File: src/rtl/maxpool2x2_stream.sv
// ---------------------------------------------------------------------------
// maxpool2x2_stream
//
// Streaming 2x2 / stride-2 max-pooling stage for one feature-map channel.
// Pixels arrive in raster order (row-major, column fastest) with no
// backpressure. Each even/odd column pair is reduced horizontally. On even
// rows the horizontal max is parked in a half-width line buffer. On odd rows
// it is combined with the parked value to form one pooled pixel.
//
// Ports
//   clk        clock
//   rst_n      asynchronous active-low reset
//   start      single-cycle pulse, arms the block for one frame (IDLE only)
//   in_valid   in_data carries a pixel this cycle
//   in_data    signed input pixel, raster order
//   out_valid  single-cycle pulse per pooled pixel
//   out_data   signed pooled pixel, holds its value between pulses
//   pool_done  single-cycle pulse with the last out_valid of the frame
//   busy       high from the cycle after start through the pool_done cycle
// ---------------------------------------------------------------------------
module maxpool2x2_stream #(
    parameter int DATA_W = 16,
    parameter int IMG_W  = 24,
    parameter int IMG_H  = 24
) (
    input  logic                     clk,
    input  logic                     rst_n,
    input  logic                     start,
    input  logic                     in_valid,
    input  logic signed [DATA_W-1:0] in_data,
    output logic                     out_valid,
    output logic signed [DATA_W-1:0] out_data,
    output logic                     pool_done,
    output logic                     busy
);

    localparam int COL_W  = (IMG_W > 1) ? $clog2(IMG_W) : 1;
    localparam int ROW_W  = (IMG_H > 1) ? $clog2(IMG_H) : 1;
    localparam int LB_N   = IMG_W / 2;
    localparam int LB_AW  = (LB_N > 1) ? $clog2(LB_N) : 1;

    typedef enum logic [1:0] {
        S_IDLE  = 2'd0,
        S_RUN   = 2'd1,
        S_FLUSH = 2'd2
    } state_t;

    // ------------------------------------------------------------------
    // State
    // ------------------------------------------------------------------
    state_t                    state_q, state_d;
    logic [COL_W-1:0]          col_q, col_d;
    logic [ROW_W-1:0]          row_q, row_d;
    logic signed [DATA_W-1:0]  h_reg_q, h_reg_d;
    logic                      out_valid_q, out_valid_d;
    logic signed [DATA_W-1:0]  out_data_q, out_data_d;

    // Line buffer: one horizontal max per column pair of the previous even row.
    logic signed [DATA_W-1:0]  linebuf_q [LB_N];

    // ------------------------------------------------------------------
    // Datapath helpers
    // ------------------------------------------------------------------
    logic                      accept;
    logic                      last_col;
    logic                      last_row;
    logic [LB_AW-1:0]          lb_addr;
    logic signed [DATA_W-1:0]  lb_rdata;
    logic signed [DATA_W-1:0]  hmax;
    logic signed [DATA_W-1:0]  vmax;
    logic                      lb_we;

    assign accept   = (state_q == S_RUN) && in_valid;
    assign last_col = (col_q == COL_W'(IMG_W - 1));
    assign last_row = (row_q == ROW_W'(IMG_H - 1));
    assign lb_addr  = LB_AW'(col_q >> 1);
    assign lb_rdata = linebuf_q[lb_addr];

    // Both operands are declared signed, so the compare is two's complement.
    // Ties fall through to the second operand; the value is identical.
    assign hmax = (h_reg_q > in_data) ? h_reg_q : in_data;
    assign vmax = (lb_rdata > hmax)   ? lb_rdata : hmax;

    // ------------------------------------------------------------------
    // Next-state / datapath control
    // ------------------------------------------------------------------
    always_comb begin
        // NOTE: every signal driven here gets a default first, so no path
        // through the case statement can leave one unassigned and infer a latch.
        state_d     = state_q;
        col_d       = col_q;
        row_d       = row_q;
        h_reg_d     = h_reg_q;
        out_valid_d = 1'b0;
        out_data_d  = out_data_q;
        lb_we       = 1'b0;

        unique case (state_q)
            S_IDLE: begin
                if (start) begin
                    state_d = S_RUN;
                    col_d   = '0;
                    row_d   = '0;
                end
            end

            S_RUN: begin
                if (accept) begin
                    if (!col_q[0]) begin
                        h_reg_d = in_data;
                    end else if (!row_q[0]) begin
                        lb_we = 1'b1;
                    end else begin
                        out_valid_d = 1'b1;
                        out_data_d  = vmax;
                    end

                    if (last_col) begin
                        col_d = '0;
                        if (last_row) begin
                            row_d   = '0;
                            state_d = S_FLUSH;
                        end else begin
                            row_d = row_q + ROW_W'(1);
                        end
                    end else begin
                        col_d = col_q + COL_W'(1);
                    end
                end
            end

            // The final pooled pixel is on out_valid during this cycle;
            // in_valid and start are both ignored here.
            S_FLUSH: begin
                state_d = S_IDLE;
            end

            default: begin
                state_d = S_IDLE;
            end
        endcase
    end

    // ------------------------------------------------------------------
    // Registers
    // ------------------------------------------------------------------
    // NOTE: sequential state uses non-blocking assignments so every flop
    // samples the pre-edge values, independent of statement order.
    always_ff @(posedge clk or negedge rst_n) begin
        if (!rst_n) begin
            state_q     <= S_IDLE;
            col_q       <= '0;
            row_q       <= '0;
            h_reg_q     <= '0;
            out_valid_q <= 1'b0;
            out_data_q  <= '0;
        end else begin
            state_q     <= state_d;
            col_q       <= col_d;
            row_q       <= row_d;
            h_reg_q     <= h_reg_d;
            out_valid_q <= out_valid_d;
            out_data_q  <= out_data_d;
        end
    end

    // NOTE: the line buffer is deliberately not reset. Every entry is written
    // on an even row before it is read on the following odd row, and leaving
    // it reset-free lets it map onto plain RAM.
    always_ff @(posedge clk) begin
        if (lb_we) begin
            linebuf_q[lb_addr] <= hmax;
        end
    end

    // ------------------------------------------------------------------
    // Outputs
    // ------------------------------------------------------------------
    assign out_valid = out_valid_q;
    assign out_data  = out_data_q;
    assign pool_done = (state_q == S_FLUSH);
    assign busy      = (state_q != S_IDLE);

endmodule

File: config.mk
export PLATFORM = sky130hd
export DESIGN_NAME = maxpool2x2_stream
export DESIGN_NICKNAME = d
export VERILOG_FILES = /design/src/rtl/maxpool2x2_stream.sv
export SDC_FILE = /design/constraint.sdc
export NUM_CORES = 1
export LEC_CHECK = 0
export CORE_ASPECT_RATIO = 1.2
export CORE_MARGIN = 2
export CORE_UTILIZATION = 68
export CTS_CLUSTER_DIAMETER = 80
export DETAILED_ROUTE_END_ITERATION = 8
export DONT_BUFFER_PORTS = 1
export GPL_TIMING_DRIVEN = 0
export HOLD_SLACK_MARGIN = 0.15
export PLACE_DENSITY = 0.81
export SLEW_MARGIN = 25
export SYNTH_ARGS = -nofsm -noshare
export SYNTH_HDL_FRONTEND = slang
export SYNTH_SLANG_ARGS = --single-unit
File: constraint.sdc
create_clock -name clk -period 9.15 [get_ports clk]
set_input_delay 1.83 -clock clk [delete_from_list [all_inputs] [get_ports clk]]
set_output_delay 1.83 -clock clk [all_outputs]
set_load 0.02 [all_outputs]
**After elaboration in Yosys (flattened, before gate mapping)**

Memories as Yosys holds them, arrays and structs flattened.
Cells that the tools add are included.

- Bits in registers: 45
- Latch bits: 0
- RAM bits: 192
- ROM bits: 0
- Input bits: 20
- Output and inout port bits: 19
- Logic and storage cells: 54
- Memories: 1

Memories:

| memory | depth | width | rd ports | clocked after memory_dff | write ports | RTL line | text |
|---|---|---|---|---|---|---|---|
| linebuf_q | 12 | 16 | 1 | 0 | 1 | 59 | `logic signed [DATA_W-1:0] linebuf_q [LB_N];` |

- $add $sub $neg: 2
- Multiply operators: 0
- Div/mod/pow operators: 0
- $lt $le $gt $ge: 2
- Equal/unequal tests: 8
- Shift operators: 0
- Multiplexer cells: 25
- Bitwise operators: 1
- Reduce and logical (&&, ||, !) cells: 9

Operators by type and width:

| operator | number |
|---|---|
| greater-than comparator 16 bit | 2 |
| 2-to-1 mux 16 bit | 2 |
| 2-to-1 mux 5 bit | 6 |
| one-hot mux 5 bit (2 select lines) | 2 |
| AND reduction 4 bit | 3 |
| adder 5 x 1 -> 5 bit, second input constant | 2 |
| equality test 5 bit, second input constant | 2 |
| 2-to-1 mux 1 bit | 10 |
| 2-to-1 mux 2 bit | 4 |
| != test 2 bit, second input constant | 4 |
| AND reduction 3 bit | 2 |
| one-hot mux 2 bit (2 select lines) | 1 |
| nonzero test 2 bit | 2 |
| equality test 2 x 1 -> 1 bit, second input constant | 1 |
| equality test 2 bit, second input constant | 1 |
| zero test 2 bit | 1 |
| logical AND 1 bit | 1 |
| NOT 1 bit | 1 |

**Longest topological paths before layout**

- Depth after elaboration: 6
- Gate-level depth with buffers: 18
- Mapped depth without buffers: 15

**Worst setup path before layout**

No wires, ideal clock.

- Path type: input to register
- Start: in in_data[15]
- End: reg out_data_q[10], in the netlist out_data[10]
- Setup time: 0.127 ns
- Data arrival time: 5.328 ns
- Data required time: 9.023 ns
- Path slack: 3.695 ns
- Stages on the path: 17
- Path buffers: 3
- Path through: inv_1 > ha_1 > nand4_2 > nor3_1 > a21boi_1 > or4_4 > buf_6 > buf_12 > mux2_4 > ha_1 > nand4_1 > or4_4 > o22ai_1 > nor2_1 > buf_2 > nand3_1 > o211ai_2

- Longest elaborated chain between the ends: 4

Ends and longest elaborated chain:

| item | RTL line | text |
|---|---|---|
| start, declared | 30 | `input logic signed [DATA_W-1:0] in_data,` |
| greater-than comparator 16 bit | 81 | `assign hmax = (h_reg_q > in_data) ? h_reg_q : in_data;` |
| 2-to-1 mux 16 bit (*) | 81 |  |
| greater-than comparator 16 bit | 82 | `assign vmax = (lb_rdata > hmax) ? lb_rdata : hmax;` |
| 2-to-1 mux 16 bit (*) | 82 |  |
| end signal, assigned | 163 | `out_data_q <= out_data_d;` |
| end, declared | 56 | `logic signed [DATA_W-1:0] out_data_q, out_data_d;` |

Mark *: on every way between the ends. The rest lies on a longest branch, timed or not.
A chain may end at the register's enable or synchronous reset.

**Worst setup path after layout**

- Start: in in_data[11]
- End: reg out_data_q[8], in the netlist out_data[8]

The elaborated chain is that of the path after synthesis.

==> results summary <==
Buffers added to address setup during post-CTS repair amount to 0. The number of pins with negative max-slew slack in the final report is 0. The overall die height is between 100 and 150 um. The number of hold violations in the final report is 0.

The area share of the largest cell type after synthesis came out at a little over half. The signal on the critical path passes through inv_1 > ha_1 > nand4_1 > nor3_1 > a21boi_1 > or4_4 > buf_6 > buf_12 > mux2_4 > ha_1 > nand4_1 > or4_4 > o22ai_1 > nor2_1 > buf_2 > nand3_1 > o211ai_2. The number of antenna violations at the first check in global routing came out at 0. Data arrives at the worst endpoint at between 5 and 6 ns. Among all stages on the critical path, the largest delay is contributed by or4_4. The switching part of the total came out at 34.4%. The post-synthesis sequential element count is 237.

The upper clock frequency limit is 181 MHz. TritonCTS created 23 clock buffers. The total number of vias came out at 6153. The fraction of final layout cells with drive strength greater than 1 is a little under a quarter. The worst setup path is launched from an input pin. The delay of the slowest critical-path stage came out at between 0.5 and 0.6 ns.

The critical path is of the in2reg type. The number of library cell types mapped by synthesis came out at 50. The largest driver fanout on the critical path is 10. The via density per instance came out at between 6 and 7. For this run, design rule violations remaining after detail routing come to 0. The design internal power is about 2.4 mW.

Max-cap violations in this run came to 0. The clock latency at the later pin of the worst-skew pair came out at 0.51 ns. The power per unit of standard cell area came out at 306 nW/um^2.

For this design, the sink count on the clock tree is 237. The biggest area contributor in the post-synthesis netlist is edfxtp_1. The maximum vdd drop is 0.166 mV. The clock tree root driver cell is clkbuf_16. The mean cell area of the mapped netlist is approximately 16 sq um. The average wire per standard cell is 24.6 um. Global routing used 28.8% of the available tracks.

The sequential cell fraction of total power came out at between 40% and 50%. The detailed-route wire length came out at between 20000 and 25000 um. The total of buffers placed on input and output ports is 0.

The clock passes through at most 3 buffers. The core region area came out at 15600 sq um. The async set-reset flop share out of synthesis is about a fifth. The count of endpoints failing setup in the final report came out at 0. The completed layout was analyzed and its total power is 3.66 mW. The flow ran to the end, and the final reports show no timing, DRC or antenna violations. The footprint of the flip-flops and latches is a little under 7000 sq um. The most used flip-flop cell after synthesis is edfxtp_1. The number of iterations in the first detailed-routing pass came out at 5. The filler cells instantiated in the layout total 847.

The clock-pin slew reported for the worst setup and hold paths after clock tree synthesis came out at 0.06 ns. The analysis attributes to net switching a power of about 1.3 mW. The first global-routing pass estimated 36600 um of wire. The final layout net count came out at 773.

The maximum level of the CTS H-tree is 1. The floorplan step defined a die boundary enclosing 16900 sq um. Setup repair after global routing left no endpoint under its margin. The number of cell rows is 50. In this run, the clock network consumes 24.9% of the power. The antenna cell count is 0. The routability-driven placement congestion ratio is slightly below 0.9. In the finished design, the share of the clock period the worst path needs comes to between 60% and 70%. In the post-synthesis netlist, the biggest area contributors are edfxtp_1 (53%), dfrtp_1 (10%), mux4_2 (10%), mux2i_1 (4.6%), ha_1 (3.9%). The area of the multi-input gates came out at 3620 sq um. The mapped cell area came out at 10800 sq um.

Once the clock tree was built, the resizer swapped 0 gates to a different size. The static power due to leakage came out at 4.51 nW. By count the netlist is led by edfxtp_1 (192), nand2_1 (56), mux2i_1 (50).

The required time at the worst-slack endpoint came out at 9.53 ns. The count of flip-flops with a built-in enable after synthesis came out at 192. The synthesis-to-finish area growth came out at 11.0%. The number of I/O pins came out at 39. The post-synth net total came out at 732. Across all register-to-register paths, the minimum setup slack is 4.53 ns. The sum of net half-perimeters after detailed placement came out at 15700 um. The first routing iteration left 586 violations.

The pin count of the biggest net entering global routing is 46. For this design, the CTS-stage hold fixing added 0 buffers. The count of nets left with antenna violations once routing finished came out at 0.

The sequential-to-total area share from yosys stat is 63.9%. The starting utilization of the core area is 69.3%. The width of the die came out at 119 um. Counting cells, the worst reg-to-reg path comes to 16. The hold-critical path depth came out at 2. edfxtp_1 is the most common cell in the netlist.

STA classifies the critical path endpoint as a flip-flop. The gate count of the mapped netlist came out at 678. In the final timing run, aggregate negative setup slack is 0 ns. The setup skew after layout came out at 0.0127 ns. The via count of the first global-routing pass is about 6.4k.

After global routing the overflow that remains totals 0. The path class of the tightest hold or removal check is reg2reg. The CTS tree is yes. The combinational power share is 34.8%. For the finished layout, the period the worst path requires is 5.53 ns. The slew at the pin closest to its max-slew limit came out at 0.858 ns.

The relative slew slack came out at 42.6%. The count of warnings emitted by yosys is 0.
-- flip-flops by register name, summed over array words and instances, names as in the netlist --
signal,count
col_q,5
h_reg_q,16
linebuf_q,192
out_data,16
out_valid,1
row_q,5
state_q,2
-- critical path: cells and delay by family --
kind | cells | cell delay, ns
adders and majority gates | 2 | 0.66
buffers and inverters | 4 | 0.54
and+or+nand+nor | 7 | 1.81
muxes | 1 | 0.34
AOI/OAI and AO/OA | 3 | 0.71
-- cell type report --
cell class                      count  share of cell area [%]
Sequential cell                   237                    57.5
Multi-Input combinational cell    371                    30.3
Clock buffer                       26                    4.90
Tap cell                          208                    2.17
Buffer                             33                    1.48
Timing Repair Buffer               16                    1.35
Inverter                           37                    1.16
Clock inverter                     16                    1.14
-- worst paths after layout --
kind / start / endpoint
min reg2reg: row_q[1] / row_q[1]
min: row_q[1] / row_q[1]
max reg2reg: h_reg_q[11] / out_data[8]
max: in_data[11] / out_data[8]
min in group asynchronous: rst_n / row_q[3]
max in group asynchronous: rst_n / out_data[9]
-- layout by cell type (no fill, tap or decap), types with 23 or more instances in the layout --
master	instances
o21ai_0	24
inv_1	37
mux4_2	48
dfrtp_1	45
edfxtp_1	192
ha_1	34
nand2_1	56
mux2i_1	50
clkbuf_16	23
-- per-layer routing --
metal,vias up,wire length [um],track usage [%]
li1,2710,-,-
met5,-,0,0
met1,3122,8710,37.0
met3,49,1740,5.05
met2,272,12100,51.0
met4,0,612,8.02
-- logic make-up after synthesis --
group	Yosys count	synth area share, %
buf+inv	70	2.93
flops	237	63.9
simple gates	129	5.74
compound gates	79	5.30
fa+ha+maj	34	3.94
mux	129	18.2
-- metrics by stage --
stage / hold slack [ns] / setup slack [ns] / instances / utilization, % / area [sq um]
3_3_place_gp: 0.490 / 3.35 / 886 / 71.0 / 11100
6_report: 0.532 / 3.62 / 944 / 76.9 / 12000
3_5_place_dp: 0.513 / 3.21 / 902 / 72.2 / 11300
5_1_grt: 0.558 / 3.51 / 944 / 76.9 / 12000
4_1_cts: 0.531 / 3.70 / 944 / 76.9 / 12000
2_1_floorplan: 0.475 / 3.70 / 678 / - / 10800
-- power groups by stage --
stage	registers, mW	clock network, mW	logic [mW]
CTS	1.47	0.926	1.27
detailed placement	1.49	0	1.24
global route	1.48	0.967	1.39
floorplan	1.47	0	0.915
global placement	1.49	0	1.16
finish	1.47	0.912	1.28
Note: power is estimated with default switching activity, not from simulation.
